File: src/rtl/conv_window_sequencer.sv
// ---------------------------------------------------------------------------
// conv_window_sequencer
//
// Walks a (2*QUAD_DIM) x (2*QUAD_DIM) feature map as four QUAD_DIM x QUAD_DIM
// quadrants (TL, TR, BL, BR). Inside each quadrant it visits every KERNEL x
// KERNEL window at stride 1. For each window it streams every kernel tap to
// the stage-1 MAC datapath as absolute (row, col) pixel coordinates, using a
// valid/ready handshake.
//
// The loops are nested as follows, with k_col the innermost and quadrant the
// outermost: k_col, k_row, win_col, win_row, quadrant. It also produces the
// step strobes for the column index counter that sits in the same stage.
//
// Ports
//   clock         system clock, rising edge
//   clear         synchronous active-high reset; beats start and every transition
//   start         begin one full-map pass (only looked at while idle)
//   ready         datapath accepts the current beat
//   busy          high from LOAD through DONE inclusive
//   done          one-cycle pulse when the pass completes
//   pixel_valid   pixel_row / pixel_col carry a beat
//   pixel_row     absolute row    = quadrant[1]*QUAD_DIM + win_row + k_row
//   pixel_col     absolute column = quadrant[0]*QUAD_DIM + win_col + k_col
//   quadrant      00 TL, 01 TR, 10 BL, 11 BR
//   quadrant_lsb  copy of quadrant[0]
//   en            pixel_valid & ready (one beat accepted)
//   new_row       accepted beat that closes a kernel row
//   new_vector    accepted beat that closes a window
//   clear_count   column counter reload (LOAD, and the last beat of quadrants 0..2)
//   stall_cycles  (optional) saturating count of cycles with pixel_valid & ~ready
//
// Optional feature macro: CONV_SEQ_STALL_COUNT_EN
//   When this macro is defined, the stall_cycles port and its counter exist.
//   When it is undefined, neither exists. All other behaviour is the same.
// ---------------------------------------------------------------------------
module conv_window_sequencer #(
   parameter int unsigned QUAD_DIM = 6,
   parameter int unsigned KERNEL   = 3
) (
   input  logic       clock,
   input  logic       clear,
   input  logic       start,
   input  logic       ready,
   output logic       busy,
   output logic       done,
   output logic       pixel_valid,
   output logic [3:0] pixel_row,
   output logic [3:0] pixel_col,
   output logic [1:0] quadrant,
   output logic       quadrant_lsb,
   output logic       en,
   output logic       new_row,
   output logic       new_vector,
   output logic       clear_count
`ifdef CONV_SEQ_STALL_COUNT_EN
   ,
   output logic [15:0] stall_cycles
`endif
);

   // Last value of each index. Coordinates are 4 bits wide, so every
   // dimension fits in 4 bits.
   localparam logic [3:0] K_LAST = 4'(KERNEL - 1);
   localparam logic [3:0] W_LAST = 4'(QUAD_DIM - KERNEL);
   localparam logic [3:0] Q_DIM  = 4'(QUAD_DIM);

   localparam logic [1:0] S_IDLE   = 2'd0;
   localparam logic [1:0] S_LOAD   = 2'd1;
   localparam logic [1:0] S_STREAM = 2'd2;
   localparam logic [1:0] S_DONE   = 2'd3;

   logic [1:0] state_reg, state_next;

   logic [3:0] k_col_reg,   k_col_next;
   logic [3:0] k_row_reg,   k_row_next;
   logic [3:0] win_col_reg, win_col_next;
   logic [3:0] win_row_reg, win_row_next;
   logic [1:0] quad_reg,    quad_next;

   logic       busy_reg,  busy_next;
   logic       done_reg,  done_next;
   logic       valid_reg, valid_next;
   logic [3:0] row_reg,   row_next;
   logic [3:0] col_reg,   col_next;

   logic       handshake;
   logic       k_col_last, k_row_last, win_col_last, win_row_last;
   logic       window_last;
   logic       quad_last_beat;
   logic       pass_last_beat;

   // ------------------------------------------------------------------
   // Wrap detection on the registered indices. These flags describe the
   // beat that is being presented in this cycle.
   // ------------------------------------------------------------------
   assign handshake      = valid_reg & ready;
   assign k_col_last     = (k_col_reg   == K_LAST);
   assign k_row_last     = (k_row_reg   == K_LAST);
   assign win_col_last   = (win_col_reg == W_LAST);
   assign win_row_last   = (win_row_reg == W_LAST);
   assign window_last    = k_col_last & k_row_last;
   assign quad_last_beat = window_last & win_col_last & win_row_last;
   assign pass_last_beat = quad_last_beat & (quad_reg == 2'b11);

   // ------------------------------------------------------------------
   // Index chain. Only an accepted beat moves the indices. Each wrap
   // carries into the next index out. After the last beat of the pass,
   // every index wraps back to zero, so the next pass starts clean
   // without extra initialisation.
   // ------------------------------------------------------------------
   always_comb begin
      k_col_next   = k_col_reg;
      k_row_next   = k_row_reg;
      win_col_next = win_col_reg;
      win_row_next = win_row_reg;
      quad_next    = quad_reg;
      if (handshake) begin
         if (!k_col_last) begin
            k_col_next = k_col_reg + 4'd1;
         end else begin
            k_col_next = 4'd0;
            if (!k_row_last) begin
               k_row_next = k_row_reg + 4'd1;
            end else begin
               k_row_next = 4'd0;
               if (!win_col_last) begin
                  win_col_next = win_col_reg + 4'd1;
               end else begin
                  win_col_next = 4'd0;
                  if (!win_row_last) begin
                     win_row_next = win_row_reg + 4'd1;
                  end else begin
                     win_row_next = 4'd0;
                     quad_next    = quad_reg + 2'd1;
                  end
               end
            end
         end
      end
   end

   // Coordinates are computed from the next indices, so the registered
   // outputs always match the indices that hold them.
   always_comb begin
      row_next = (quad_next[1] ? Q_DIM : 4'd0) + win_row_next + k_row_next;
      col_next = (quad_next[0] ? Q_DIM : 4'd0) + win_col_next + k_col_next;
   end

   // ------------------------------------------------------------------
   // Control FSM
   // ------------------------------------------------------------------
   always_comb begin
      state_next = state_reg;
      case (state_reg)
         S_IDLE:   if (start) state_next = S_LOAD;
         S_LOAD:   state_next = S_STREAM;
         S_STREAM: if (handshake && pass_last_beat) state_next = S_DONE;
         S_DONE:   state_next = S_IDLE;
         default:  state_next = S_IDLE;
      endcase
   end

   // The registered status outputs are decoded from the next state, so
   // they line up with the state they describe.
   always_comb begin
      busy_next  = (state_next != S_IDLE);
      done_next  = (state_next == S_DONE);
      valid_next = (state_next == S_STREAM);
   end

   always_ff @(posedge clock) begin
      if (clear) begin
         state_reg   <= S_IDLE;
         k_col_reg   <= 4'd0;
         k_row_reg   <= 4'd0;
         win_col_reg <= 4'd0;
         win_row_reg <= 4'd0;
         quad_reg    <= 2'd0;
         busy_reg    <= 1'b0;
         done_reg    <= 1'b0;
         valid_reg   <= 1'b0;
         row_reg     <= 4'd0;
         col_reg     <= 4'd0;
      end else begin
         state_reg   <= state_next;
         k_col_reg   <= k_col_next;
         k_row_reg   <= k_row_next;
         win_col_reg <= win_col_next;
         win_row_reg <= win_row_next;
         quad_reg    <= quad_next;
         busy_reg    <= busy_next;
         done_reg    <= done_next;
         valid_reg   <= valid_next;
         row_reg     <= row_next;
         col_reg     <= col_next;
      end
   end

   // ------------------------------------------------------------------
   // Outputs
   // ------------------------------------------------------------------
   assign busy         = busy_reg;
   assign done         = done_reg;
   assign pixel_valid  = valid_reg;
   assign pixel_row    = row_reg;
   assign pixel_col    = col_reg;
   assign quadrant     = quad_reg;
   assign quadrant_lsb = quad_reg[0];

   // The strobes must follow ready in the same cycle, so they are decoded
   // from registered state and the live handshake.
   assign en          = handshake;
   assign new_row     = handshake & k_col_last;
   assign new_vector  = handshake & window_last;

   // The column counter reloads before the first beat, and again as each
   // of the first three quadrants ends. It does not reload at the end of
   // the final quadrant, because no further stream follows.
   assign clear_count = (state_reg == S_LOAD) |
                        (handshake & quad_last_beat & (quad_reg != 2'b11));

`ifdef CONV_SEQ_STALL_COUNT_EN
   // ------------------------------------------------------------------
   // Backpressure monitor. It is zeroed when a pass is accepted, and it
   // keeps its value after done so that the layer controller can read it
   // at any time.
   // ------------------------------------------------------------------
   logic [15:0] stall_reg;

   always_ff @(posedge clock) begin
      if (clear) begin
         stall_reg <= 16'd0;
      end else if ((state_reg == S_IDLE) && start) begin
         stall_reg <= 16'd0;
      end else if (valid_reg && !ready && (stall_reg != 16'hFFFF)) begin
         stall_reg <= stall_reg + 16'd1;
      end
   end

   assign stall_cycles = stall_reg;
`endif

endmodule

File: config.mk
export PLATFORM = sky130hd
export DESIGN_NAME = conv_window_sequencer
export DESIGN_NICKNAME = d
export VERILOG_FILES = /design/src/rtl/conv_window_sequencer.sv
export SDC_FILE = /design/constraint.sdc
export NUM_CORES = 1
export LEC_CHECK = 0
export CAP_MARGIN = 10
export CORE_MARGIN = 2
export CORE_UTILIZATION = 45
export DETAILED_ROUTE_END_ITERATION = 8
export HOLD_SLACK_MARGIN = 0.03
export PLACE_DENSITY = 0.76
export SLEW_MARGIN = 15
export SYNTH_ARGS = -nofsm -noshare
export SYNTH_HDL_FRONTEND = slang
export SYNTH_SLANG_ARGS = --single-unit
export TNS_END_PERCENT = 50
File: constraint.sdc
create_clock -name clock -period 9.6 [get_ports clock]
set_input_delay 0.96 -clock clock [delete_from_list [all_inputs] [get_ports clock]]
set_output_delay 0.96 -clock clock [all_outputs]
set_load 0.005 [all_outputs]
==> metrics.yaml, run 1 <==
status:
  outcome: "completed"
grt:
  grt_pass1_vias: 1250
  grtUsageTotal_pct: 17.9
  grt_max_degree: 30
  antenna_found_initial: 0
  grt_pass1_wl_um: 5600
  globalRouteOverflowTotal: 0
clock_tree:
  cts_made_buffers: 5
  cts_resized: 0
  insertion_delay_ns: 0.33
  clk_pin_slew_ns: 0.10
  cts_max_level: 2
  cts_buffer_depth: 2
  cts.sinks: 31
  ctsHoldBuffers: 0
  root_buffer: "clkbuf_4"
  cts_setup_buffers: 0
  cts_tree: "done"
synth:
  syn_nets: 188
  synth.area.top_cells: "dfxtp_1 38%, ha_1 11%, fa_1 7.3%, nor2b_1 5.3%, xnor2_1 4.8%"
  avgSynthCellArea_um2: 10.0
  synth_area_um2: 1650
  async_flop_share_pct: 0
  netlist_top_cells_count: "31 x dfxtp_1, 17 x nor2_1, 14 x ha_1, 14 x nor2b_1, 10 x inv_1"
  synth_most_common_cell: "dfxtp_1"
  synth_top_area_share_pct: 37.7
  yosysWarnings: 0
  synthCells: 164
  synth-edff-count: 0
  ys_seq_area_share_pct: 37.7
  synth_cell_types: 37
  synth_seq_cells: 31
  synth_flop_cell: "dfxtp_1"
  synth_largest_area_cell: "dfxtp_1"
sta:
  skew_ns: 0.0120
  finalCriticalPeriod_ns: 4.24
  clock.fmax_mhz: 236
  worstMarginPinSlew_ns: 1.05
  maxSlewHeadroom_pct: 29.7
  setup_tns_ns: 0
  finalHoldViolCount: 0
  slew_violations: 0
  grt_setup_unrepaired: "no"
  fin_crit_sh_pct: 44.1
  setup_violations: 0
placed_design:
  routabilityCongestion: 0.780
  dpl_cell_area_um2: 1890
  hpwl_um: 2460
  port_buffers: 21
  dp_cells: 226
layout:
  drive_gt1_share_pct: 7.45
  final_area_um2: 1940
  final_cells: 234
  nets: 211
  area_delta_synth_final_pct: 17.9
  diodes: 0
worst_setup_path:
  worstPathRequired_ns: 9.79
  r2r_slack_ns: 5.74
  critPathMaxStageDelay_ns: 0.51
  arrival_ns: 4.42
  path_cells: "clkdlybuf4s50_1 -> nand4b_1 -> nor3_2 -> nand3_1 -> xnor2_1 -> fa_1 -> ha_1 -> fa_1 -> xor2_1 -> xnor3_1 -> xor2_1 -> nor2_1"
  crit_path_start_kind: "input port"
  worstSetupPathType: "input port to flip-flop"
  path_max_fanout: 4
  critPathCaptureType: "flip-flop"
  critPathSlowestCell: "fa_1"
floorplan:
  io_pins: 22
  die-area_um2: 4160
  fp-row-count: 21
  initial_core_util_pct: 48.2
  die_h_um: 64.5
  core_um2: 3420
  die_x_um: 64.5
routing:
  via_count: 1195
  avgViaCountPerCell: 5.11
  ant_nets: 0
  first_pass_iters: 4
  drt_iter0_drc: 57
  drt-total-wl_um: 3180
  drc: 0
  avgRoutedWirePerCell_um: 13.6
pwr:
  leakage_nw: 0.854
  ir_worst_vdd_uv: 76.8
  powerDensity_nw_per_um2: 135
min_path:
  hp-class: "flip-flop to flip-flop"
flow_run:
  drv_cap: 0
==> critical path: cells and delay by family <==
kind	cells	cell delay (ns)
xor gates and xnor gates	4	1.02
and+or+nand+nor	4	0.81
buffers and inverters	1	0.50
adders and majority gates	3	1.12
==> cells in the final DEF (no fill, tap or decap), drive strengths merged, types with 2 or more instances in the layout <==
master,synthesis,layout
mux2,2,2
nand2,3,3
xor2,4,4
nand4b,3,3
nor2,19,19
clkdlybuf4s50,0,21
nor2b,14,14
nor3,9,9
mux2i,5,5
nand3,6,6
o21ai,3,3
ha,14,14
inv,10,10
dfxtp,31,31
fa,6,6
a21o,2,2
clkbuf,4,7
xnor2,9,9
nor3b,3,3
==> cell families (layout without fill, tap and decap cells) <==
kind of cell,Yosys count,after routing,synth area share (%)
compound gates,11,11,4.87
xor+xnor,14,14,8.29
fa+ha+maj,20,20,17.9
buf+inv,15,39,3.65
flops,31,31,37.7
mux,7,7,4.41
simple gates,66,66,23.1
==> per-layer routing <==
metal  vias up  wire length (um)  track usage [%]
met3         7               136             5.56
met5         -                 0                0
met4         0                66             7.45
met1       566              1450             21.4
met2        28              1530             29.8
li1        594                 -                -
==> final timing paths <==
| check | start | end | cells after the start |
|---|---|---|---|
| setup / recovery | ready | pixel_col[3] | 12 |
| setup reg to reg | win_col_reg[0] | pixel_col[3] | 11 |
| hold / removal | win_row_reg[1] | win_row_reg[1] | 2 |
| hold reg to reg | win_row_reg[1] | win_row_reg[1] | 2 |
==> power by group <==
group | internal [mW] | total [mW] | switching [mW]
combinational | 0.0247 | 0.0505 | 0.0258
sequential | 0.136 | 0.140 | 0.00487
clock | 0.0285 | 0.0720 | 0.0435
==> final cells by class <==
type                       instances  area, um2
clock inverter                     1       5.00
multi-input combinational        118        965
timing repair buffer              21        210
sequential                        31        621
tap                               46       57.6
fill                             303       1480
inverter                          10       37.5
clock buffer                       7       45.0
==> through the flow <==
step	util [%]	worst slack (ns)	total power, mW	hold slack (ns)
after floorplan	-	5.93	0.173	0.517
after global placement	55.3	5.19	0.190	0.565
after detailed placement	55.3	5.00	0.194	0.589
after CTS	56.8	5.35	0.266	0.615
after global routing	56.8	5.12	0.278	0.643
final	56.8	5.36	0.263	0.612
Power figures use the tool's default switching activity.
==> inputs of run 2 (changes only) <==
--- a/config.mk
+++ b/config.mk
@@ -10,7 +10,7 @@
 export CORE_UTILIZATION = 45
 export DETAILED_ROUTE_END_ITERATION = 8
 export HOLD_SLACK_MARGIN = 0.03
-export PLACE_DENSITY = 0.76
+export PLACE_DENSITY = 0.79
 export SLEW_MARGIN = 15
 export SYNTH_ARGS = -nofsm -noshare
 export SYNTH_HDL_FRONTEND = slang
==> constraint.sdc (replaced) <==
create_clock -name clock -period 3.8 [get_ports clock]
set_input_delay 0.38 -clock clock [delete_from_list [all_inputs] [get_ports clock]]
set_output_delay 0.38 -clock clock [all_outputs]
set_load 0.005 [all_outputs]
==> metrics.yaml, run 2 (synthesized netlist as in run 1, its figures left out) <==
placed_design:
  port_buffers: 21
  hpwl_um: 2570
  dpl_cell_area_um2: 1920
  routabilityCongestion: 0.762
floorplan:
  die_h_um: 64.5
  initial_core_util_pct: 48.2
  die_x_um: 64.5
  core_um2: 3420
  die-area_um2: 4160
  fp-row-count: 21
  io_pins: 22
sta:
  setup_violations: 0
  setup_tns_ns: 0
  fin_crit_sh_pct: 95.3
  clock.fmax_mhz: 276
  hold_ws_ns: 0.598
  finalCriticalPeriod_ns: 3.62
  slew_violations: 0
  finalHoldViolCount: 0
  maxSlewHeadroom_pct: 29.7
  skew_ns: 0.0111
  worstMarginPinSlew_ns: 1.05
routing:
  first_pass_iters: 4
  drt-total-wl_um: 3410
  drc: 0
  avgRoutedWirePerCell_um: 14.3
  via_count: 1239
  avgViaCountPerCell: 5.21
  ant_nets: 0
  drt_iter0_drc: 30
pwr:
  p_total_mw: 0.668
  leakage_nw: 0.884
  ir_worst_vdd_uv: 268
  seqPwrFrac_pct: 53.0
  p_switching_mw: 0.191
  p_clk_share_pct: 27.3
  powerDensity_nw_per_um2: 336
  combPwrFrac_pct: 19.7
  sw_frac_of_total_pct: 28.6
  p_int_mw: 0.477
grt:
  grt_max_degree: 30
  globalRouteOverflowTotal: 0
  antenna_found_initial: 0
  grt_pass1_vias: 1314
  grtUsageTotal_pct: 18.2
  grt_pass1_wl_um: 5820
clock_tree:
  cts_max_level: 2
  cts_tree: "done"
  cts.sinks: 31
  cts_setup_buffers: 0
  insertion_delay_ns: 0.33
  cts_resized: 0
  cts_buffer_depth: 2
  cts_made_buffers: 5
  root_buffer: "clkbuf_4"
  ctsHoldBuffers: 0
  clk_pin_slew_ns: 0.09
layout:
  final_area_um2: 1990
  multi_input_area_um2: 983
  drive_gt1_share_pct: 10.4
  fin_util_pct: 58.2
  fillCellCount: 310
  layout.area.seq_um2: 621
  diodes: 0
  nets: 215
  final_cell_mix: "31 x dfxtp_1, 21 x clkdlybuf4s50_1, 17 x nor2_1"
  area_delta_synth_final_pct: 20.9
  layout_commonest_cell: "dfxtp_1"
min_path:
  hp-class: "flip-flop to flip-flop"
worst_setup_path:
  critPathBufInv: 2
  worstPathRequired_ns: 3.99
  arrival_ns: 3.81
  path_cells: "inv_1 -> ha_1 -> or3b_1 -> nor3_4 -> nand3_2 -> mux2i_1 -> fa_1 -> inv_1 -> ha_1 -> fa_1 -> xnor2_1 -> xnor2_1 -> xnor2_1 -> nor2_1"
  worstSetupPathType: "flip-flop to flip-flop"
  crit_path_frequent_cell: "xnor2_1"
  cp_top_family: "adder cells"
  critPathMaxStageDelay_ns: 0.54
  crit_path_start_kind: "flip-flop"
  path_max_fanout: 4
  critPathCaptureType: "flip-flop"
  critPathSlowestCell: "fa_1"
status:
  outcome: "completed"
flow_run:
  drv_cap: 0
-- run 2: cell count changes in the layout (fill, tap and decap cells not counted) --
cell	previous run	this run
xnor2_2	0	1
xnor2_1	9	8
nor3_4	0	1
buf_4	0	4
nand3_1	6	5
nand3_2	0	1
nor3_2	1	0
-- run 2: worst paths after layout --
check	slack [ns]	start	end	depth (start not counted)
setup / recovery	0.18	k_row_reg[0]	pixel_row[3]	14
hold / removal	0.60	k_col_reg[3]	k_col_reg[3]	2
setup reg to reg	0.18	k_row_reg[0]	pixel_row[3]	14
hold reg to reg	0.60	k_col_reg[3]	k_col_reg[3]	2
-- run 2: per-layer routing --
metal	vias to the layer above	GRT usage, %	routed length [um]
met4	0	3.19	32
met5	-	0	0
met1	597	21.2	1480
li1	610	-	-
met2	27	33.1	1750
met3	5	5.90	140
-- run 2: power by group through the flow --
stage / Clock, mW / Sequential (mW) / Combinational [mW]
5_1_grt: 0.204 / 0.356 / 0.149
2_1_floorplan: 0 / 0.361 / 0.0768
3_3_place_gp: 0 / 0.361 / 0.122
6_report: 0.182 / 0.354 / 0.132
4_1_cts: 0.187 / 0.354 / 0.133
3_5_place_dp: 0 / 0.362 / 0.128
-- run 2: through the flow --
| stage | worst slack, ns | instances |
|---|---|---|
| after detailed placement | 0.0906 | 230 |
| after CTS | 0.0628 | 238 |
| after floorplan | 0.396 | 164 |
| after global routing | -0.0161 | 238 |
| final | 0.179 | 238 |
| after global placement | 0.177 | 230 |
-- run 2: area by class of cell --
class | instances | area share, %
Inverter | 10 | 1.89
Sequential cell | 31 | 31.2
Tap cell | 46 | 2.89
Clock buffer | 7 | 2.26
Multi-Input combinational cell | 118 | 49.4
Timing Repair Buffer | 25 | 12.1
Clock inverter | 1 | 0.252
-- run 2: worst reg2reg max path: stages, from the launching register on --
cell	delay, ns
dfxtp_1	0.34
inv_1	0.10
ha_1	0.24
or3b_1	0.43
nor3_4	0.22
nand3_2	0.17
mux2i_1	0.26
fa_1	0.54
inv_1	0.04
ha_1	0.21
fa_1	0.39
xnor2_1	0.20
xnor2_1	0.15
xnor2_1	0.13
nor2_1	0.05
